<file path="src/rtl/itcm_boot_loader.sv">
// ============================================================================
// Module   : itcm_boot_loader
// Brief    : Packs a boot byte stream into ITCM words and sequences core reset.
// Revision : 1.0 - initial release
// ============================================================================
`default_nettype none

module itcm_boot_loader #(
    parameter int AW       = 12,
    parameter int DW       = 32,
    parameter int RST_HOLD = 16
) (
    input  logic          clk,
    input  logic          rst_n,
    input  logic          boot_req,
    input  logic          boot_skip,
    input  logic          s_valid,
    input  logic [7:0]    s_data,
    input  logic          s_last,
    output logic          s_ready,
    output logic          itcm_WEN,
    output logic [AW-1:0] itcm_WADDR,
    output logic [DW-1:0] itcm_WDATA,
    output logic          core_rst_n,
    output logic          busy,
    output logic          done,
    output logic          err,
    output logic [AW-2:0] words_loaded
);

    localparam int c_CW = $clog2(RST_HOLD + 1);

    localparam logic [2:0] c_ST_IDLE    = 3'd0;
    localparam logic [2:0] c_ST_LOAD    = 3'd1;
    localparam logic [2:0] c_ST_DRAIN   = 3'd2;
    localparam logic [2:0] c_ST_RELEASE = 3'd3;
    localparam logic [2:0] c_ST_RUN     = 3'd4;

    logic [2:0]      r_state;
    logic [2:0]      w_next_state;
    logic [1:0]      r_lane;
    logic [23:0]     r_pack;
    // One bit wider than the word index so "all words written" is visible
    logic [AW-2:0]   r_ptr;
    logic [c_CW-1:0] r_cnt;
    logic            r_s_ready;
    logic            r_wen;
    logic [AW-1:0]   r_waddr;
    logic [DW-1:0]   r_wdata;
    logic            r_core_rst_n;
    logic            r_busy;
    logic            r_done;
    logic            r_err;

    logic            w_acc;
    logic            w_load_acc;
    logic            w_full;
    logic            w_ovf;
    logic            w_write;
    logic            w_start;
    logic            w_cnt_done;
    logic [DW-1:0]   w_word;

    assign w_acc      = s_valid & r_s_ready;
    assign w_full     = r_ptr[AW-2];
    assign w_load_acc = w_acc && (r_state == c_ST_LOAD);
    assign w_ovf      = w_load_acc && w_full;
    assign w_write    = w_load_acc && !w_full && ((r_lane == 2'd3) || s_last);
    assign w_start    = boot_req && ((r_state == c_ST_IDLE) || (r_state == c_ST_RUN));
    assign w_cnt_done = (r_cnt == c_CW'(RST_HOLD));

    // Lanes above the current byte are zero-filled for a partial final word
    always_comb begin
        w_word = '0;
        case (r_lane)
            2'd0:    w_word = {24'h0, s_data};
            2'd1:    w_word = {16'h0, s_data, r_pack[7:0]};
            2'd2:    w_word = {8'h0, s_data, r_pack[15:0]};
            default: w_word = {s_data, r_pack};
        endcase
    end

    always_comb begin
        w_next_state = r_state;
        case (r_state)
            c_ST_IDLE: begin
                if (boot_req) begin
                    w_next_state = c_ST_LOAD;
                end else if (boot_skip) begin
                    w_next_state = c_ST_RELEASE;
                end
            end
            c_ST_LOAD: begin
                if (w_acc) begin
                    if (w_full) begin
                        w_next_state = s_last ? c_ST_IDLE : c_ST_DRAIN;
                    end else if (s_last) begin
                        w_next_state = c_ST_RELEASE;
                    end
                end
            end
            c_ST_DRAIN: begin
                if (w_acc && s_last) begin
                    w_next_state = c_ST_IDLE;
                end
            end
            c_ST_RELEASE: begin
                if (w_cnt_done) begin
                    w_next_state = c_ST_RUN;
                end
            end
            c_ST_RUN: begin
                if (boot_req) begin
                    w_next_state = c_ST_LOAD;
                end
            end
            default: w_next_state = c_ST_IDLE;
        endcase
    end

    // Status outputs are registered from the next state so they track r_state
    always_ff @(posedge clk or negedge rst_n) begin
        if (!rst_n) begin
            r_state      <= c_ST_IDLE;
            r_s_ready    <= 1'b0;
            r_busy       <= 1'b0;
            r_done       <= 1'b0;
            r_core_rst_n <= 1'b0;
        end else begin
            r_state      <= w_next_state;
            r_s_ready    <= (w_next_state == c_ST_LOAD) || (w_next_state == c_ST_DRAIN);
            r_busy       <= (w_next_state == c_ST_LOAD) || (w_next_state == c_ST_DRAIN) ||
                            (w_next_state == c_ST_RELEASE);
            r_done       <= (w_next_state == c_ST_RUN);
            r_core_rst_n <= (w_next_state == c_ST_RUN);
        end
    end

    always_ff @(posedge clk or negedge rst_n) begin
        if (!rst_n) begin
            r_lane  <= 2'd0;
            r_pack  <= 24'h0;
            r_ptr   <= '0;
            r_err   <= 1'b0;
            r_wen   <= 1'b0;
            r_waddr <= '0;
            r_wdata <= '0;
        end else begin
            r_wen <= w_write;
            if (w_start) begin
                r_lane <= 2'd0;
                r_ptr  <= '0;
                r_err  <= 1'b0;
            end else begin
                if (w_ovf) begin
                    r_err <= 1'b1;
                end
                if (w_load_acc && !w_full) begin
                    r_lane <= r_lane + 2'd1;
                    case (r_lane)
                        2'd0:    r_pack[7:0]   <= s_data;
                        2'd1:    r_pack[15:8]  <= s_data;
                        2'd2:    r_pack[23:16] <= s_data;
                        default: r_pack        <= r_pack;
                    endcase
                end
                if (w_write) begin
                    r_waddr <= {r_ptr[AW-3:0], 2'b00};
                    r_wdata <= w_word;
                    r_ptr   <= r_ptr + 1'b1;
                end
            end
        end
    end

    always_ff @(posedge clk or negedge rst_n) begin
        if (!rst_n) begin
            r_cnt <= '0;
        end else if (r_state == c_ST_RELEASE) begin
            r_cnt <= r_cnt + 1'b1;
        end else begin
            r_cnt <= '0;
        end
    end

    assign s_ready      = r_s_ready;
    assign itcm_WEN     = r_wen;
    assign itcm_WADDR   = r_waddr;
    assign itcm_WDATA   = r_wdata;
    assign core_rst_n   = r_core_rst_n;
    assign busy         = r_busy;
    assign done         = r_done;
    assign err          = r_err;
    assign words_loaded = r_ptr;

endmodule

`default_nettype wire

</file>
<file path="config.mk">
export PLATFORM = sky130hd
export DESIGN_NAME = itcm_boot_loader
export DESIGN_NICKNAME = d
export VERILOG_FILES = /design/src/rtl/itcm_boot_loader.sv
export SDC_FILE = /design/constraint.sdc
export NUM_CORES = 1
export LEC_CHECK = 0
export BUFFER_PORTS_ARGS = -buffer_cell sky130_fd_sc_hd__buf_2
export CAP_MARGIN = 25
export CORE_MARGIN = 3
export CORE_UTILIZATION = 30
export CTS_BUF_LIST = sky130_fd_sc_hd__clkbuf_16
export CTS_CLUSTER_SIZE = 16
export DETAILED_ROUTE_END_ITERATION = 12
export PLACE_DENSITY = 0.45
export RECOVER_POWER = 100
export SETUP_SLACK_MARGIN = 0.05
export SKIP_CTS_REPAIR_TIMING = 1
export SYNTH_ARGS = -nofsm -noshare
export SYNTH_HDL_FRONTEND = slang
export SYNTH_SLANG_ARGS = --single-unit
export TNS_END_PERCENT = 100
</file>
<file path="constraint.sdc">
create_clock -name clk -period 2.3 [get_ports clk]
set_clock_uncertainty 0.1 [all_clocks]
set_input_delay 0.115 -clock clk [delete_from_list [all_inputs] [get_ports clk]]
set_output_delay 0.115 -clock clk [all_outputs]
set_load 0.005 [all_outputs]
</file>
**Word-level counts from Yosys, hierarchy flattened**

Cells that the tools add are included.

- Output and inout port bits: 61
- Register bits after elaboration: 92
- Memory bits (writable): 0
- Word-level logic and storage cells: 69
- Memories: 0
- Input port bits: 14
- ROM bits: 0
- Bits in latches: 0

- Bitwise operators: 2
- Reduce and logical (&&, ||, !) cells: 20
- $add $sub $neg: 3
- Div/mod/pow operators: 0
- Equality and inequality tests: 12
- $lt $le $gt $ge: 0
- Muxes and demuxes: 18
- $mul: 0
- Shift operators: 0

Operators with widths:

| cell | count |
|---|---|
| 32-bit case mux with 3 select lines | 1 |
| 3-bit two-way mux | 8 |
| 11-bit two-way mux | 2 |
| 3-bit case mux with 5 select lines | 1 |
| 3-bit by 2-bit equality test with 1-bit output, second input constant | 4 |
| 11-bit by 1-bit adder with 11-bit output, second input constant | 1 |
| 3-bit AND reduction | 3 |
| 3-bit by 1-bit equality test with 1-bit output, second input constant | 2 |
| 3-bit equality test, second input constant | 2 |
| 1-bit logical AND | 6 |
| 2-bit two-way mux | 3 |
| 2-bit nonzero test | 3 |
| 5-bit by 1-bit adder with 5-bit output, second input constant | 1 |
| 5-bit equality test, second input constant | 1 |
| 5-bit two-way mux | 1 |
| 2-bit equality test, second input constant | 2 |
| 1-bit logical OR | 4 |
| 3-bit logical NOT | 1 |
| 2-bit by 1-bit adder with 2-bit output, second input constant | 1 |
| 2-bit by 1-bit equality test with 1-bit output, second input constant | 1 |
| 2-bit logical NOT | 1 |
| 1-bit two-way mux | 2 |
| 2-bit AND reduction | 1 |
| 1-bit bitwise AND | 1 |
| other kinds (2) | 2 |

**Longest topological paths before layout**

Gate-level depths: netlist (run 1).

- Word-level depth: 7
- Gate-level depth with buffers: 8
- Gate-level depth less buffers: 6

**Worst setup path after synthesis (run 1)**

No wires, ideal clock.

- Path kind: register to register
- From: register r_state[1]
- To: register r_pack[0]
- Cell stages (with the launch flop): 7
- Data required time: 2.075 ns
- Path slack: 0.516 ns
- Library setup time: 0.125 ns
- Arrival: 1.559 ns
- Clock period less this slack: 1.784 ns
- Buffers on the path: 2
- Cells stage by stage: dfrtp_1 -> buf_4 -> nand3b_1 -> nor3_2 -> and2_1 -> buf_4 -> mux2_2

- Cells in the longest elaborated chain, start to end: 5
- Elaborated cells between the ends (all ways): 9
- Those cells by class: 2 x eq/ne; 1 x bitwise; 6 x reduce/logical

Ends and longest elaborated chain:

| element | RTL line | text |
|---|---|---|
| start, declared | 39 | `logic [2:0] r_state;` |
| start signal, assigned | 124 | `r_state <= c_ST_IDLE;` |
| start signal, assigned | 130 | `r_state <= w_next_state;` |
| 3-bit equality test / 3-bit logical NOT (equally long branches) | 69 | `assign w_start = boot_req && ((r_state == c_ST_IDLE) \|\| (r_state == c_ST_RUN));` |
| 1-bit logical OR | 69 |  |
| 1-bit logical AND | 69 |  |
| 1-bit inverter (no source line) | -- |  |
| 3-bit AND reduction (no source line) * | -- |  |
| end signal, assigned | 161 | `2'd0: r_pack[7:0] <= s_data;` |
| end signal, assigned | 164 | `default: r_pack <= r_pack;` |
| end, declared | 42 | `logic [23:0] r_pack;` |

Mark *: on every way between the ends. The rest lies on a longest branch, timed or not.
A chain may end at the register's enable or synchronous reset.

**Final worst setup path (run 1)**

- From: register r_state[1]
- To: register r_pack[5]

The elaborated chain is that of the path after synthesis.

==> results.toml, run 1 <==
[outcome]
run_status = "complete, no violations"

[floorplan]
core_region_area_mm2 = 0.0129
design.portCount = 75
dieHeight_um = 122
die_width_um = 122
std_cell_rows = 41
initial_standard_cell_utilization_of_the_core_pct = 31.4
dieArea_mm2 = 0.0149

[critical_path]
crit_slowest_cell = "sky130_fd_sc_hd__dfrtp_1"
worst_setup_path_start_kind = "flop"
worst_path_largest_cell_delay_ns = 0.47
crit_path_end_kind = "flop"
critical_path.cell_chain = "nand3b_1 -> nor3_2 -> and2_1 -> mux2_2"
regToRegStartpoint = "r_state[1]"
cp_data_required_time_ns = 2.42
timing_worst_setup_path_type = "flop to flop"
worstSetupStartpoint = "r_state[1]"
regToRegEndpoint = "r_pack[5]"
setup.reg_to_reg.worst_slack_ns = 0.24
crit_fanout = 10
worstPathArrival_ns = 2.19
reg2reg_depth = 4

[clock_network]
clock_slew_at_the_register_clock_pins_of_the_worst_setup_and_hold_paths_ns = 0.06
tritoncts = "built"
insertion_delay_of_the_later_clocked_pin_in_the_worst_skew_pair_ns = 0.34
clk_root_buffer_cell = "sky130_fd_sc_hd__clkbuf_16"
tritoncts_num_sinks = 92
clock_h_tree_levels = 3
max-clock-path-buffers = 2
cts-buffers-inserted = 9

[min_path]
worstHoldPathType = "input pin to flop"
whs_path_depth = 3
hold_path_startpoint = "s_data[6]"
min_to = "itcm_WDATA[30]"

[cells_and_area]
mostFrequentLayoutCells = "92 x sky130_fd_sc_hd__dfrtp_1, 58 x sky130_fd_sc_hd__nand2_1, 56 x sky130_fd_sc_hd__nor2_1"
insertedDiodeCount = 0
fill_cell_count = 1330
fin_area_mm2 = 0.00490
layout-drive-gt1-share_pct = 21.1
final_cell_count_no_fill = 626
area_growth_pct = 21.1
final_common_cell = "sky130_fd_sc_hd__dfrtp_1"
final_nets = 471

[yosys]
yosys.area.top_type = "sky130_fd_sc_hd__dfrtp_1"
synth_async_sr_flop_share_pct = 100
syn-mean-instance-area_um2 = 10.7
synth_area_mm2 = 0.00404
yosysTopAreaCellShare_pct = 56.9
yosys_warnings = 0
synth-main-ff-cell = "sky130_fd_sc_hd__dfrtp_1"
post_synth_main_area_contributors = "sky130_fd_sc_hd__dfrtp_1 57%, sky130_fd_sc_hd__mux2_2 6.7%, sky130_fd_sc_hd__nand2_1 5.4%"
count_of_flip_flops_with_a_built_in_enable_after_synthesis = 0
postSynthCellCount = 378
synth_cell_types = 45
fraction_of_the_yosys_area_taken_by_sequential_cells_pct = 56.9
synth-seq-cells = 92

[global_route]
first_global_vias = 2905
number_of_antenna_violations_at_the_first_check_in_global_routing = 0
global_route.usage.total_pct = 13.5
overflow = 0
grt_start_max_net_pins = 47
first_pass_grt_wire_length_um = 15600

[sta]
worst_pin_slew_ns = 0.838
final_max_slew_viol_count = 0
timing.final.hold_violations = 0
slew_headroom_pct = 44.1
rsz0062_at_grt = "no"
maxClockFrequency_mhz = 485
setup_viol_count_final = 0
share_of_the_clock_period_used_by_the_worst_path_after_layout_pct = 89.7
min_period_ns = 2.06
setup_total_negative_slack_ns = 0

[placed_design]
port-buffer-count = 72
placed_area_mm2 = 0.00460
dp_cells = 609
dp.final_hpwl_um = 6740
globalplace.congestion = 0.785

[detailed_routing]
via_count = 3001
detail_route.wl_per_cell_um = 15.2
vias_per_cell = 4.79
ant_nets = 0
drt_first_pass_iters = 4
detail_route.iter0.violations = 197
drc = 0
wirelength_um = 9530

[power]
cellLeakagePower_uw = 0.00237
vdd.ir_drop.worst_mv = 0.383
p_per_area_mw_per_mm2 = 1140

[flow_run]
drv_cap = 0
-- worst max-delay path by stage --
| stage | to | slack [ns] |
|---|---|---|
| 6_report | r_pack[5] | 0.24 |
| 5_1_grt | r_pack[19] | 0.08 |
| 4_1_cts | r_pack[20] | 0.21 |
| 3_5_place_dp | r_pack[20] | 0.22 |
| 3_3_place_gp | r_pack[22] | 0.26 |
| 2_1_floorplan | r_pack[0] | 0.52 |
-- power breakdown --
group | switching [uW] | internal (uW) | total, uW
combinational | 773 | 652 | 1430
sequential | 342 | 2150 | 2490
clock | 627 | 1060 | 1690
-- cells in the mapped netlist, types with 3 or more instances --
master                      n
sky130_fd_sc_hd__nand3_1   15
sky130_fd_sc_hd__buf_2      5
sky130_fd_sc_hd__o21ai_0    4
sky130_fd_sc_hd__inv_1      7
sky130_fd_sc_hd__nor2b_1    5
sky130_fd_sc_hd__xor2_1     3
sky130_fd_sc_hd__or3_1      3
sky130_fd_sc_hd__xnor2_1    4
sky130_fd_sc_hd__nor2_1    56
sky130_fd_sc_hd__buf_4      8
sky130_fd_sc_hd__mux2i_1    4
sky130_fd_sc_hd__clkbuf_1   7
sky130_fd_sc_hd__mux2_2    24
sky130_fd_sc_hd__a21oi_1    4
sky130_fd_sc_hd__nand2b_1   4
sky130_fd_sc_hd__nand2_1   58
sky130_fd_sc_hd__ha_1       8
sky130_fd_sc_hd__a221oi_1  23
sky130_fd_sc_hd__and2_1     4
sky130_fd_sc_hd__nand4_1    4
sky130_fd_sc_hd__dfrtp_1   92
sky130_fd_sc_hd__buf_1      5
sky130_fd_sc_hd__nor3_1     6
-- cell type report --
class | count | area [um2] | area share [%]
multi-input combinational | 255 | 1590 | 32.4
tap | 172 | 215 | 4.40
clock buffer | 9 | 225 | 4.60
inverter | 7 | 26.3 | 0.537
sequential | 92 | 2300 | 47.0
timing repair buffer | 84 | 424 | 8.66
clock inverter | 7 | 115 | 2.35
-- critical path, delay by kind of cell, from the launching register on --
family,cells,cell delay [ns]
simple gates,3,0.98
mux,1,0.38
flops,1,0.47
-- layer usage --
metal	GRT usage (%)	routed length, um	vias up
li1	-	-	1440
met3	2.65	357	15
met4	5.53	180	0
met1	19.2	4700	1479
met5	0	0	-
met2	20.2	4290	67
-- cells by family (layout without fill, tap and decap cells) --
family / after synthesis / count (layout) / share of synthesized area [%]
AOI/OAI and AO/OA: 44 / 44 / 8.63
xor gates and xnor gates: 7 / 7 / 1.52
adders and majority gates: 8 / 8 / 2.48
buffers and inverters: 32 / 107 / 3.87
DFF: 92 / 92 / 56.9
muxes: 28 / 28 / 7.67
other: 1 / 2 / 0.0927
and+or+nand+nor: 166 / 166 / 18.8
-- state kept, by name (all words and copies together), names as in the netlist --
name	cells
done	1
itcm_WEN	1
words_loaded	11
r_pack	24
itcm_WDATA	32
s_ready	1
r_cnt	5
itcm_WADDR	10
busy	1
r_lane	2
r_state	3
err	1
-- stage by stage --
stage / setup slack (ns) / total power (uW) / hold WS, ns / utilization (%)
after global placement: 0.257 / 4010 / -0.108 / 35.7
after CTS: 0.205 / 5750 / -0.474 / 38.4
after detailed placement: 0.219 / 4050 / -0.104 / 35.7
after global routing: 0.0756 / 6020 / 0.0165 / 38.0
final: 0.237 / 5600 / 0.00530 / 38.0
after floorplan: 0.516 / 3400 / -0.281 / -
(Power assumes the default switching activity.)
==> inputs of run 2 (changes only) <==
Settings changed: BUFFER_PORTS_ARGS -buffer_cell sky130_fd_sc_hd__buf_2 to -buffer_cell sky130_fd_sc_hd__buf_4.
Clock period 2.3 ns to 2.6 ns, I/O delays scaled along.
==> results.toml, run 2 (synthesized netlist as in run 1, its figures left out) <==
[outcome]
run_status = "complete, no violations"

[critical_path]
regToRegStartpoint = "r_state[1]"
reg2reg_depth = 4
crit_slowest_cell = "sky130_fd_sc_hd__and2_0"
timing.critical_path.buf_inv = 0
worstSetupStartpoint = "r_state[1]"
worstPathArrival_ns = 2.37
cp_data_required_time_ns = 2.73
critical_path.cell_chain = "nand3b_1 -> nor3_2 -> and2_0 -> mux2_2"
worst_setup_path_start_kind = "flop"
regToRegEndpoint = "r_pack[5]"
timing_worst_setup_path_type = "flop to flop"
cp_top_family = "simple AND/OR/NAND/NOR gates"
worst_path_largest_cell_delay_ns = 0.55
crit_path_end_kind = "flop"
crit_path_end = "r_pack[5]"
cp.depth = 4
setup.reg_to_reg.worst_slack_ns = 0.35
crit_fanout = 10

[sta]
rsz0062_at_grt = "no"
setup_total_negative_slack_ns = 0
slew_headroom_pct = 26.1
setup_viol_count_final = 0
worst_pin_slew_ns = 1.11
share_of_the_clock_period_used_by_the_worst_path_after_layout_pct = 86.4
final_max_slew_viol_count = 0
min_period_ns = 2.25
timing.final.ws_setup_ns = 0.355
timing.final.hold_violations = 0
maxClockFrequency_mhz = 445

[detailed_routing]
ant_nets = 0
drt_first_pass_iters = 4
vias_per_cell = 4.78
dr_wl_met2_um = 4170
via_count = 3000
maxUsedRoutingLayer = "met4"
detail_route.wl_per_cell_um = 15.2
detail_route.iter0.violations = 224
drc = 0
detail_route.wirelength.met1_um = 4760
wirelength_um = 9510
routed-wl-met3_um = 350

[cells_and_area]
final_common_cell = "sky130_fd_sc_hd__dfrtp_1"
final_util_pct = 39.1
mostFrequentLayoutCells = "92 x sky130_fd_sc_hd__dfrtp_1, 59 x sky130_fd_sc_hd__clkbuf_4, 58 x sky130_fd_sc_hd__nand2_1"
fin_area_mm2 = 0.00503
final_nets = 472
layout-drive-gt1-share_pct = 25.5
largest_register_ff_count = 32
area_growth_pct = 24.4
insertedDiodeCount = 0

[clock_network]
cts-buffers-inserted = 9
max-clock-path-buffers = 2
clock_h_tree_levels = 3
clk_root_buffer_cell = "sky130_fd_sc_hd__clkbuf_16"
clock_slew_at_the_register_clock_pins_of_the_worst_setup_and_hold_paths_ns = 0.07
tritoncts = "built"
tritoncts_num_sinks = 92
insertion_delay_of_the_later_clocked_pin_in_the_worst_skew_pair_ns = 0.35

[power]
cellLeakagePower_uw = 0.00241
p_per_area_mw_per_mm2 = 950
vdd.ir_drop.worst_mv = 0.328

[placed_design]
pre_cts_slack_ns = 0.490
port-buffer-count = 72
globalplace.congestion = 0.766
dp.final_hpwl_um = 6510
placed_area_mm2 = 0.00474

[floorplan]
core_region_area_mm2 = 0.0129
initial_standard_cell_utilization_of_the_core_pct = 31.4
design.portCount = 75
die_width_um = 122
dieHeight_um = 122
dieArea_mm2 = 0.0149
std_cell_rows = 41

[flow_run]
drv_cap = 0

[global_route]
first_global_vias = 2938
global_route.usage.total_pct = 13.6
number_of_antenna_violations_at_the_first_check_in_global_routing = 0
first_pass_grt_wire_length_um = 15700
overflow = 0
grt_start_max_net_pins = 50

[min_path]
worstHoldPathType = "input pin to flop"
hold_path_startpoint = "s_data[0]"
## run 2: changes by cell type in the layout (fill, tap and decap cells not counted), sizes merged
cell         previous run  this run
inv                     9         8
bufinv                  3         0
clkinv                  1         4
clkbuf                 39        72
buf                    53        16
clkinvlp                1         2
dlygate4sd3             1         6
## run 2: worst reg2reg max path: cells and delay by family, from the launching register on
kind             cells  cell delay, ns
muxes                1            0.40
and+or+nand+nor      3            1.17
DFF                  1            0.46
## run 2: layout make-up
type	instances	area [um2]
sequential	92	2300
tap	172	215
fill	1298	7850
multi-input combinational	255	1590
inverter	7	26.3
timing repair buffer	85	639
clock inverter	7	35.0
clock buffer	9	225
## run 2: worst min path at each step
| stage | endpoint | slack (ns) | cells after the start |
|---|---|---|---|
| global route | r_pack[8] | 0.002 | 2 |
| finish | r_pack[16] | 0.0007 | 2 |
| global placement | busy | 0.08 | 1 |
| CTS | busy | -0.30 | 1 |
| detailed placement | busy | 0.08 | 1 |
| floorplan | busy | -0.27 | 0 |
## run 2: power breakdown
group          internal, uW  leakage (uW)  total [uW]  switching (uW)
Sequential             1900       0.00119        2210             312
Combinational           710       0.00110        1400             685
Clock                   632      0.000125        1170             538
Total                  3240       0.00241        4780            1540
## run 2: layer usage
| metal | up-vias | track usage [%] |
|---|---|---|
| met1 | 1485 | 19.3 |
| li1 | 1446 | - |
| met3 | 15 | 2.60 |
| met2 | 54 | 19.7 |
| met5 | - | 0 |
| met4 | 0 | 7.07 |
## run 2: metrics by stage
| step | std cells | hold slack (ns) | total power, uW |
|---|---|---|---|
| final | 627 | 0.000724 | 4780 |
| after global routing | 627 | 0.00160 | 5140 |
| after CTS | 621 | -0.299 | 4890 |
| after detailed placement | 605 | 0.0753 | 3700 |
| after global placement | 605 | 0.0755 | 3670 |
| after floorplan | 379 | -0.266 | 3010 |
